[src/rtl/unified_mem_arbiter_pkg.sv]
// Shared definitions for the unified memory arbiter: FSM state encoding,
// load/store size codes and the access-legality decode.
package unified_mem_arbiter_pkg;

  typedef enum logic [2:0] {
    S_IDLE    = 3'd0,
    S_F_ISSUE = 3'd1,
    S_F_RESP  = 3'd2,
    S_D_ISSUE = 3'd3,
    S_D_RESP  = 3'd4
  } state_e;

  localparam logic [2:0] F3_B  = 3'b000;
  localparam logic [2:0] F3_H  = 3'b001;
  localparam logic [2:0] F3_W  = 3'b010;
  localparam logic [2:0] F3_BU = 3'b100;
  localparam logic [2:0] F3_HU = 3'b101;

  // True when a data access must be refused: misaligned half/word, an
  // unknown size code, or an unsigned size code used with a store.
  function automatic logic d_access_bad(input logic       we,
                                        input logic [2:0] funct3,
                                        input logic [1:0] off);
    logic bad;
    case (funct3)
      F3_B:    bad = 1'b0;
      F3_H:    bad = off[0];
      F3_W:    bad = (off != 2'b00);
      F3_BU:   bad = we;
      F3_HU:   bad = we | off[0];
      default: bad = 1'b1;
    endcase
    return bad;
  endfunction

endpackage

[src/rtl/unified_mem_arbiter_lsu_align.sv]
// Combinational lane logic: store byte-enables and lane replication, and
// load byte/half extraction with sign or zero extension.
module unified_mem_arbiter_lsu_align
  import unified_mem_arbiter_pkg::*;
(
  input  logic [2:0]  i_funct3,
  input  logic [1:0]  i_off,
  input  logic [31:0] i_wdata,
  input  logic [31:0] i_rdata,
  output logic [3:0]  o_be,
  output logic [31:0] o_wdata,
  output logic [31:0] o_ldata
);

  logic [7:0]  w_byte;
  logic [15:0] w_half;

  // Store side: enable only the addressed lanes, replicate data into all lanes
  always_comb begin
    o_be    = 4'b0000;
    o_wdata = i_wdata;
    case (i_funct3)
      F3_B: begin
        o_be    = 4'b0001 << i_off;
        o_wdata = {4{i_wdata[7:0]}};
      end
      F3_H: begin
        o_be    = 4'b0011 << i_off;
        o_wdata = {2{i_wdata[15:0]}};
      end
      F3_W:    o_be = 4'b1111;
      default: o_be = 4'b0000;
    endcase
  end

  // Load side: pick the addressed byte/half and extend it to 32 bits
  always_comb begin
    case (i_off)
      2'd0:    w_byte = i_rdata[7:0];
      2'd1:    w_byte = i_rdata[15:8];
      2'd2:    w_byte = i_rdata[23:16];
      default: w_byte = i_rdata[31:24];
    endcase
    w_half = i_off[1] ? i_rdata[31:16] : i_rdata[15:0];
    case (i_funct3)
      F3_B:    o_ldata = {{24{w_byte[7]}}, w_byte};
      F3_BU:   o_ldata = {24'h0, w_byte};
      F3_H:    o_ldata = {{16{w_half[15]}}, w_half};
      F3_HU:   o_ldata = {16'h0, w_half};
      default: o_ldata = i_rdata;
    endcase
  end

endmodule

[src/rtl/unified_mem_arbiter.sv]
// Arbiter sharing one single-port memory between an instruction-fetch port
// and a load/store port. One access in flight at a time; contested grants
// alternate between the two classes.
module unified_mem_arbiter
  import unified_mem_arbiter_pkg::*;
#(
  parameter int ADDR_W = 32
) (
  input  logic              clk,
  input  logic              rst,
  input  logic              if_req,
  input  logic [ADDR_W-1:0] if_addr,
  output logic              if_ack,
  output logic [31:0]       if_rdata,
  input  logic              d_req,
  input  logic              d_we,
  input  logic [2:0]        d_funct3,
  input  logic [ADDR_W-1:0] d_addr,
  input  logic [31:0]       d_wdata,
  output logic              d_ack,
  output logic              d_err,
  output logic [31:0]       d_rdata,
  output logic [ADDR_W-1:0] mem_addr,
  output logic              mem_re,
  output logic              mem_we,
  output logic [3:0]        mem_be,
  output logic [31:0]       mem_wdata,
  input  logic [31:0]       mem_rdata
);

  state_e            r_state;
  logic              r_last_d;   // 1: data won the most recent contested grant
  logic [ADDR_W-1:0] r_addr;
  logic              r_we;
  logic [2:0]        r_funct3;
  logic [31:0]       r_wdata;
  logic              r_bad;
  logic              r_if_ack;
  logic              r_d_ack;
  logic              r_d_err;
  logic [31:0]       r_if_rdata;
  logic [31:0]       r_d_rdata;

  logic              w_decide;
  logic              w_f_pend;
  logic              w_d_pend;
  logic              w_grant_f;
  logic              w_grant_d;
  logic              w_d_bad;
  logic              w_f_issue;
  logic              w_d_issue;
  logic [3:0]        w_be;
  logic [31:0]       w_st_wdata;
  logic [31:0]       w_ld_data;

  unified_mem_arbiter_lsu_align u_lsu_align (
    .i_funct3 (r_funct3),
    .i_off    (r_addr[1:0]),
    .i_wdata  (r_wdata),
    .i_rdata  (mem_rdata),
    .o_be     (w_be),
    .o_wdata  (w_st_wdata),
    .o_ldata  (w_ld_data)
  );

  // Grant decision; a request still high while its own ack is being formed
  // or is on the wire is the one just served, so it does not count as pending
  always_comb begin
    w_decide  = (r_state == S_IDLE) || (r_state == S_F_RESP) || (r_state == S_D_RESP);
    w_f_pend  = if_req && !r_if_ack && (r_state != S_F_RESP);
    w_d_pend  = d_req && !r_d_ack && (r_state != S_D_RESP);
    w_grant_d = w_decide && w_d_pend && (!w_f_pend || !r_last_d);
    w_grant_f = w_decide && w_f_pend && !w_grant_d;
    w_d_bad   = d_access_bad(d_we, d_funct3, d_addr[1:0]);
  end

  // Memory strobes decoded from state and the latched request only
  always_comb begin
    w_f_issue = (r_state == S_F_ISSUE);
    w_d_issue = (r_state == S_D_ISSUE);
    mem_re    = w_f_issue || (w_d_issue && !r_we);
    mem_we    = w_d_issue && r_we;
    mem_be    = mem_we ? w_be : 4'b0000;
    mem_wdata = mem_we ? w_st_wdata : 32'h0;
    mem_addr  = (w_f_issue || w_d_issue) ? {r_addr[ADDR_W-1:2], 2'b00} : '0;
  end

  assign if_ack   = r_if_ack;
  assign if_rdata = r_if_rdata;
  assign d_ack    = r_d_ack;
  assign d_err    = r_d_err;
  assign d_rdata  = r_d_rdata;

  // Arbiter FSM with request latching and registered ack/read-data outputs
  always_ff @(posedge clk) begin
    if (!rst) begin
      r_state    <= S_IDLE;
      r_last_d   <= 1'b0;
      r_addr     <= '0;
      r_we       <= 1'b0;
      r_funct3   <= 3'b000;
      r_wdata    <= 32'h0;
      r_bad      <= 1'b0;
      r_if_ack   <= 1'b0;
      r_d_ack    <= 1'b0;
      r_d_err    <= 1'b0;
      r_if_rdata <= 32'h0;
      r_d_rdata  <= 32'h0;
    end else begin
      r_if_ack <= 1'b0;
      r_d_ack  <= 1'b0;
      r_d_err  <= 1'b0;
      case (r_state)
        S_F_ISSUE: r_state <= S_F_RESP;
        S_D_ISSUE: r_state <= S_D_RESP;
        default: begin
          if (r_state == S_F_RESP) begin
            r_if_ack   <= 1'b1;
            r_if_rdata <= mem_rdata;
          end
          if (r_state == S_D_RESP) begin
            r_d_ack <= 1'b1;
            r_d_err <= r_bad;
            if (!r_bad && !r_we) r_d_rdata <= w_ld_data;
          end
          // Priority only flips when both classes actually contend
          if (w_f_pend && w_d_pend) r_last_d <= w_grant_d;
          if (w_grant_d) begin
            r_addr   <= d_addr;
            r_we     <= d_we;
            r_funct3 <= d_funct3;
            r_wdata  <= d_wdata;
            r_bad    <= w_d_bad;
            r_state  <= w_d_bad ? S_D_RESP : S_D_ISSUE;
          end else if (w_grant_f) begin
            r_addr  <= if_addr;
            r_we    <= 1'b0;
            r_bad   <= 1'b0;
            r_state <= S_F_ISSUE;
          end else begin
            r_state <= S_IDLE;
          end
        end
      endcase
    end
  end

endmodule

[config.mk]
export PLATFORM = sky130hd
export DESIGN_NAME = unified_mem_arbiter
export DESIGN_NICKNAME = d
export VERILOG_FILES = /design/src/rtl/unified_mem_arbiter_pkg.sv /design/src/rtl/unified_mem_arbiter_lsu_align.sv /design/src/rtl/unified_mem_arbiter.sv
export SDC_FILE = /design/constraint.sdc
export NUM_CORES = 1
export LEC_CHECK = 0
export CAP_MARGIN = 20
export CORE_MARGIN = 3
export CORE_UTILIZATION = 39
export CTS_CLUSTER_DIAMETER = 60
export DETAILED_ROUTE_END_ITERATION = 8
export GPL_TIMING_DRIVEN = 0
export PLACE_DENSITY = 0.77
export SYNTH_ARGS = -nofsm -noshare
export SYNTH_HDL_FRONTEND = slang
export SYNTH_SLANG_ARGS = --single-unit
[constraint.sdc]
create_clock -name clk -period 1.9 [get_ports clk]
set_clock_uncertainty 0.1 [all_clocks]
set_input_delay 0.475 -clock clk [delete_from_list [all_inputs] [get_ports clk]]
set_output_delay 0.475 -clock clk [all_outputs]
set_load 0.05 [all_outputs]
# Word level (Yosys, flattened, before mapping)

Index checks and enable logic that the tools add are counted.

Flip-flop bits (word level): 140
Input bits: 136
Word-level logic and storage cells: 92

Equality and inequality tests: 16
Shift-type cells: 2
Mux-type cells: 20
Bitwise gates (word level): 4
Reductions and logical operators: 38

Operator list:

| cell                  | count |
|---|---|
| $mux W32              | 4 |
| $pmux W32 S4          | 1 |
| $pmux W32 S2          | 1 |
| $pmux W8 S3           | 1 |
| $mux W16              | 1 |
| $eq A3 B3 Y1 const B  | 5 |
| $eq A3 B2 Y1 const B  | 4 |
| $logic_and A1 B1 Y1   | 12 |
| $pmux W4 S3           | 1 |
| $eq A3 B1 Y1 const B  | 3 |
| $logic_not A3 Y1      | 3 |
| $reduce_and A2 Y1     | 4 |
| $logic_not A1 Y1      | 7 |
| $mux W1               | 6 |
| $mux W3               | 2 |
| $pmux W3 S2           | 1 |
| $logic_or A1 B1 Y1    | 5 |
| $pmux W1 S5           | 1 |
| $mux W4               | 1 |
| $reduce_bool A2 Y1    | 2 |
| $reduce_or A4 Y1      | 1 |
| $shl A1 B2 Y4 const A | 1 |
| $shl A2 B2 Y4 const A | 1 |
| $ne A3 B2 Y1 const B  | 1 |
| other kinds (9)       | 11 |

# Depth between registers and ports, before layout

Gate-level depths: netlist of run 1.

Word-level depth: 11
Depth in mapped cells: 8

# Modules after synthesis

From an unflattened synthesis of run 1, not the netlist that was laid out.

Cell total of the unflattened synthesis: 865
Area, all modules: 6,876.6 sq um

By module, submodules not included:

| module                        | instances | cells each | area each (sq um) | sequential area each (sq um) |
|---|---|---|---|---|
| unified_mem_arbiter           | 1         | 665        | 5,635.4           | 2,802.7 |
| unified_mem_arbiter_lsu_align | 1         | 200        | 1,241.2           | 0.0 |

# Worst setup path before layout of run 1

OpenSTA, ideal clock, no wires.

Path type: register to output
Start point: reg r_state[0]
End point: out mem_be[1]
Arrival: 3.488 ns
Data required time: 1.325 ns
Slack: -2.163 ns
Stages on the path, launching flop included: 5
Buffers on the path: 1
Cell sequence: dfxtp_1 > buf_2 > nor2b_1 > nand3_1 > a2111oi_0

Word-level cells in the longest chain between the ends: 3

Ends and longest elaborated chain:

| what                   | RTL line                   | RTL |
|---|---|---|
| from (decl)            | unified_mem_arbiter.sv:31  | `state_e r_state;` |
| from (signal assigned) | unified_mem_arbiter.sv:134 | `r_state <= w_d_bad ? S_D_RESP : S_D_ISSUE;` |
| $eq A3 B2 Y1           | unified_mem_arbiter.sv:80  | `w_d_issue = (r_state == S_D_ISSUE);` |
| $logic_and A1 B1 Y1    | unified_mem_arbiter.sv:82  | `mem_we = w_d_issue && r_we;` |
| $mux W4                | unified_mem_arbiter.sv:83  | `mem_be = mem_we ? w_be : 4'b0000;` |
| to (decl)              | unified_mem_arbiter.sv:26  | `output logic [3:0] mem_be,` |

No other way between the ends.

# Worst setup path after layout of run 1

Ends and elaborated chain as after synthesis.

==> results of run 1 <==
[worst max-delay path: stages (launching register included)]
cell	delay, ns
dfxtp_2	0.35
nor2b_4	0.20
buf_6	0.13
nand3_4	0.13
buf_12	0.20
a2111oi_4	0.31
buf_6	0.22
[area by class of cell]
class                   count  area, sq um
plain buffers              65          528
clock buffers              21          460
clock inverters            11          214
fillers                  1082         3930
inverters                   4         18.8
multi-input cells         636         4430
flip-flops and latches    140         2830
well taps                 216          270
repair buffers            321         3490
repair inverters            1         7.51
[timing repair]
| item | 4_1_cts | 5_1_grt |
|---|---|---|
| endpoints found under the setup margin | 272 | 224 |
| pin swaps | 35 | 87 |
| cloned | 13 | 2 |
| buffers inserted | 30 | 15 |
| resized for setup | 801 | 180 |
[placed cells by master, fill, tap and decap left out, types with 28 or more instances in the layout]
cell type / instances
nand2_1: 185
clkdlybuf4s50_1: 132
dfxtp_1: 130
o21ai_0: 64
buf_6: 52
buf_8: 45
nand2_2: 42
and2_4: 36
dlygate4sd2_1: 34
a21boi_0: 33
nand2_4: 31
a31oi_1: 31
a21oi_1: 28
[state kept, by name, indices dropped and copies added (netlist names)]
| signal | flops |
|---|---|
| r_funct3 | 3 |
| r_state | 3 |
| r_addr | 32 |
| if_ack | 1 |
| if_rdata | 32 |
| r_last_d | 1 |
| d_ack | 1 |
| d_rdata | 32 |
| r_we | 1 |
| r_bad | 1 |
| r_wdata | 32 |
| d_err | 1 |
[layer usage]
| layer | global-route usage, % | vias to the layer above | wire, um |
|---|---|---|---|
| met5 | 0 | - | 0 |
| met4 | 13.7 | 0 | 1370 |
| met3 | 6.91 | 100 | 2440 |
| met2 | 49.6 | 434 | 14800 |
| met1 | 36.6 | 3756 | 11400 |
| li1 | - | 3580 | - |
[power breakdown]
| part | internal, uW | total [uW] | switching (uW) |
|---|---|---|---|
| combinational | 1420 | 3340 | 1920 |
| clock | 2530 | 3870 | 1340 |
| sequential | 3230 | 3480 | 250 |
[through the flow]
step,std cells,utilization (%),setup TNS (ns)
after floorplan,853,-,-6.90
after global placement,1338,61.7,-125.80
after detailed placement,1338,61.7,-128.72
after CTS,1408,72.9,-46.78
after global routing,1415,75.7,-52.83
final,1415,75.7,-48.19
[cells by family after synthesis]
| family | Yosys count | share of synthesized area (%) |
|---|---|---|
| other cells | 1 | 0.0572 |
| simple gates | 349 | 23.2 |
| compound gates | 266 | 25.9 |
| mux | 16 | 2.84 |
| flops | 140 | 42.7 |
| buf+inv | 80 | 5.32 |
[worst min-delay path by stage]
stage                        startpoint      endpoint  slack [ns]  cells after the start
final                     mem_rdata[23]  if_rdata[23]        0.33                      3
after CTS                           rst    r_addr[11]        0.35                      3
after floorplan             r_wdata[16]   r_wdata[16]        0.34                      2
after detailed placement    r_wdata[19]   r_wdata[19]        0.36                      2
after global routing      mem_rdata[23]  if_rdata[23]        0.36                      3
after global placement     if_rdata[27]  if_rdata[27]        0.35                      2
==> flow_summary.toml, run 1 <==
[yosys]
synth_cell_types = 50
syn_area_sq_um = 6560
yosys.area.top_type = "dfxtp_1"
synthesis.instances = 852
synth_edf_count = 0
synthTopCellsByArea = "dfxtp_1 43%, nand2_1 15%, a21boi_0 8.0%"
synth_top_cell_area_share_pct = 42.7
ys_warn_count = 0
yosysMostFrequentCell = "nand2_1"
avgSynthCellArea_sq_um = 7.70
async_flop_share_pct = 0
ys.flop_type = "dfxtp_1"
synthTopCellsByCount = "258 x nand2_1, 140 x dfxtp_1, 70 x a21boi_0, 67 x o21ai_0, 61 x clkbuf_1"
ys_ff_latch = 140
yosysSeqAreaShare_pct = 42.7

[power_and_ir_drop]
vdd_drop_max_uv = 703
powerDensity_nw_per_um2 = 873
static-leakage-power_uw = 0.00488
p_total_uw = 10700

[floorplan]
die_w_um = 136
die_area_sq_um = 18400
fp.dieH_um = 136
core.rowCount = 46
core_sq_um = 16200
ioPinCount = 273
initial_core_util_pct = 40.6

[worst_setup_path]
crit_end = "mem_be[1]"
crit_type = "flip-flop to primary output"
r2r_end = "r_addr[23]"
required_ns = 1.32
crit_path_end_kind = "primary output"
crit_fanout = 5
startpoint = "r_state[0]"
reg2reg_from = "r_state[2]"
r2r_cells = 8
worstPathArrival_ns = 1.97
reg2reg_slack_ns = -0.29
start_kind = "flip-flop"

[placed_design]
portBuffers = 269
gp_routability_congestion = 0.867
dp_hpwl_mm = 18.6
pre_cts_ws_ns = -1.12
dpl_cell_area_sq_um = 9990

[final_layout]
final_nets = 1322
area_delta_synth_final_pct = 86.7
final_cell_area_sq_um = 12200
n_antenna_cell = 0
drive_gt1_share_pct = 33.9

[global_route]
grt_pass1_wl_mm = 42.6
grt_start_max_net_pins = 17
antenna_found_initial = 0
grt_pass1_vias = 7678
grt.overflow.total = 0
grt_use_total_pct = 29.8

[cts]
insertion_delay_ns = 0.43
ctsHoldBuffers = 0
path_clk_slew_ns = 0.06
clkSinkCount = 140
cts_buffer_depth = 2
cts_buffers = 17
cts-root-buf = "clkbuf_16"
h-tree-depth = 4
cts_tree = "yes"

[detailed_routing]
wire_per_inst_um = 21.2
drcViolationCount = 0
drtIter0Drc = 666
num_vias = 7870
via_per_inst = 5.56
dr.pass1.iters = 6
drtAntennaViolNets = 0
wirelength_mm = 30.0

[timing]
setup_slack_ns = -0.646
rsz0062_at_grt = "yes"
tightestPinTransition_ns = 0.610
fin_crit_sh_pct = 134
fmax_ghz = 0.393
slew_headroom_pct = 59.3
min_period_ns = 2.55
hold_viol = 0
report.final.slew_viol_count = 0
setup_viol = 136
fin_hold_ws_ns = 0.326

[outcome]
status = "finished with violations"
violations = "negative setup slack"

[worst_hold_path]
holdCritPathClass = "input pin to flip-flop"

[run]
maxCapViolCount = 0
Power figures use the tool's default switching activity.
==> run 2: changes to the inputs <==
Settings changed: RECOVER_POWER from default to 100.
==> results of run 2 <==
Final layout, timing and power as in run 1 (identical DEF).
==> run 3: changes to the inputs <==
Settings changed: CORE_MARGIN 3 to default, CORE_UTILIZATION 39 to 48, CTS_BUF_LIST from default to sky130_fd_sc_hd__clkbuf_8, PLACE_DENSITY 0.77 to 0.89.
Clock period 1.9 ns to 2.95 ns, I/O delays scaled along.
==> flow_summary.toml, run 3 (same netlist as run 1, synthesis figures left out) <==
[final_layout]
fillers = 1074
final_cell_count_no_fill = 1328
drive_gt1_share_pct = 12.8
final_nets = 1275
fin_util_pct = 74.3
final_common_cell = "nand2_1"
n_antenna_cell = 0
final_cell_mix = "258 x nand2_1, 201 x clkdlybuf4s50_1, 139 x dfxtp_1"
area_delta_synth_final_pct = 50.7

[floorplan]
die_w_um = 119
fp.dieH_um = 119
ioPinCount = 273
core.rowCount = 42
core_sq_um = 13300
initial_core_util_pct = 49.3
die_area_sq_um = 14100

[cts]
ctsHoldBuffers = 0
cts_buffers = 17
cts-root-buf = "clkbuf_8"
cts_buffer_depth = 2
clkSinkCount = 140
insertion_delay_ns = 0.46
cts_tree = "yes"
h-tree-depth = 4
path_clk_slew_ns = 0.07

[detailed_routing]
drtIter0Drc = 687
drtAntennaViolNets = 0
drcViolationCount = 0
num_vias = 7411
wire_per_inst_um = 18.0
dr.pass1.iters = 5
via_per_inst = 5.58
wirelength_mm = 23.9

[placed_design]
place_inst = 1298
pre_cts_ws_ns = -0.639
gp_routability_congestion = 0.934
dp_hpwl_mm = 18.2
portBuffers = 269

[timing]
slew_headroom_pct = 32.8
fmax_ghz = 0.346
setup_viol = 0
hold_viol = 0
rsz0062_at_grt = "yes"
setup_slack_ns = 0.0640
report.final.slew_viol_count = 0
tightestPinTransition_ns = 1.01
fin_crit_sh_pct = 97.8
fin_tns_setup_ns = 0
min_period_ns = 2.89

[power_and_ir_drop]
powerDensity_nw_per_um2 = 548
static-leakage-power_uw = 0.00372
vdd_drop_max_uv = 375

[worst_setup_path]
reg2reg_from = "r_addr[1]"
start_kind = "flip-flop"
crit_fanout = 10
crit_family = "buffers and inverters"
crit_chain = "clkbuf_4 > nor2b_4 > nand3_4 > buf_6 > a211oi_4 > buf_6"
crit_path_end_kind = "primary output"
startpoint = "r_state[0]"
worstPathArrival_ns = 2.05
path_buf_inv = 3
required_ns = 2.11
critPathSlowestCell = "dfxtp_1"
cpMostUsedCell = "buf_6"
crit_type = "flip-flop to primary output"
max_stage_delay_ns = 0.32

[worst_hold_path]
holdCritPathClass = "flip-flop to flip-flop"
worstHoldStart = "if_rdata[12]"

[global_route]
grt_use_total_pct = 33.8
grt.overflow.total = 0
antenna_found_initial = 0
grt_pass1_vias = 7118
grt_start_max_net_pins = 17
grt_pass1_wl_mm = 37.1

[outcome]
status = "complete, no violations"

[run]
maxCapViolCount = 0
## run 3: worst register-to-register path: stages (launching register included)
cell,delay [ns]
dfxtp_1,0.31
buf_2,0.25
clkinvlp_4,0.17
buf_4,0.20
mux4_2,0.42
a21boi_0,0.77
buf_2,0.37
a21oi_1,0.12
## run 3: timing repair
action	in CTS	in global routing
pin swaps	0	2
gates cloned	0	1
setup buffers	1	0
resized for setup	308	108
setup endpoints to repair	67	67
## run 3: power by group
group / switching, uW / internal, uW
sequential: 127 / 2070
clock: 737 / 896
combinational: 992 / 592
## run 3: cell type report
type,instances,area [sq um],share of cell area (%)
multi-input combinational,634,3540,35.9
sequential,140,2800,28.4
timing repair buffer,270,2530,25.7
buffer,72,340,3.44
clock buffer,20,275,2.79
tap,176,220,2.23
clock inverter,12,145,1.47
inverter,4,18.8,0.190
## run 3: path summary, 6_finish.rpt
check             endpoint  cells past startpoint  slack, ns
max          mem_wdata[28]                      6       0.06
min reg2reg   if_rdata[12]                      2       0.36
max reg2reg    d_rdata[27]                      7       0.14
min           if_rdata[12]                      2       0.36
## run 3: layer usage
metal  share of wire (%)  GRT usage [%]  up-vias  wire length (um)
met2                  48           57.1      442             11500
met3                 8.9           8.29       89              2140
li1                    -              -     3474                 -
met4                 5.0           18.8        0              1190
met5                   0              0        -                 0
met1                  38           39.3     3406              9090
## run 3: per-stage QoR
stage,hold slack (ns),power [uW],cell area [sq um]
finish,0.362,5420,9880
global route,0.393,5650,9880
CTS,0.367,5400,9860
detailed placement,0.357,3780,9490
global placement,0.350,3740,9490
floorplan,0.344,3160,6580
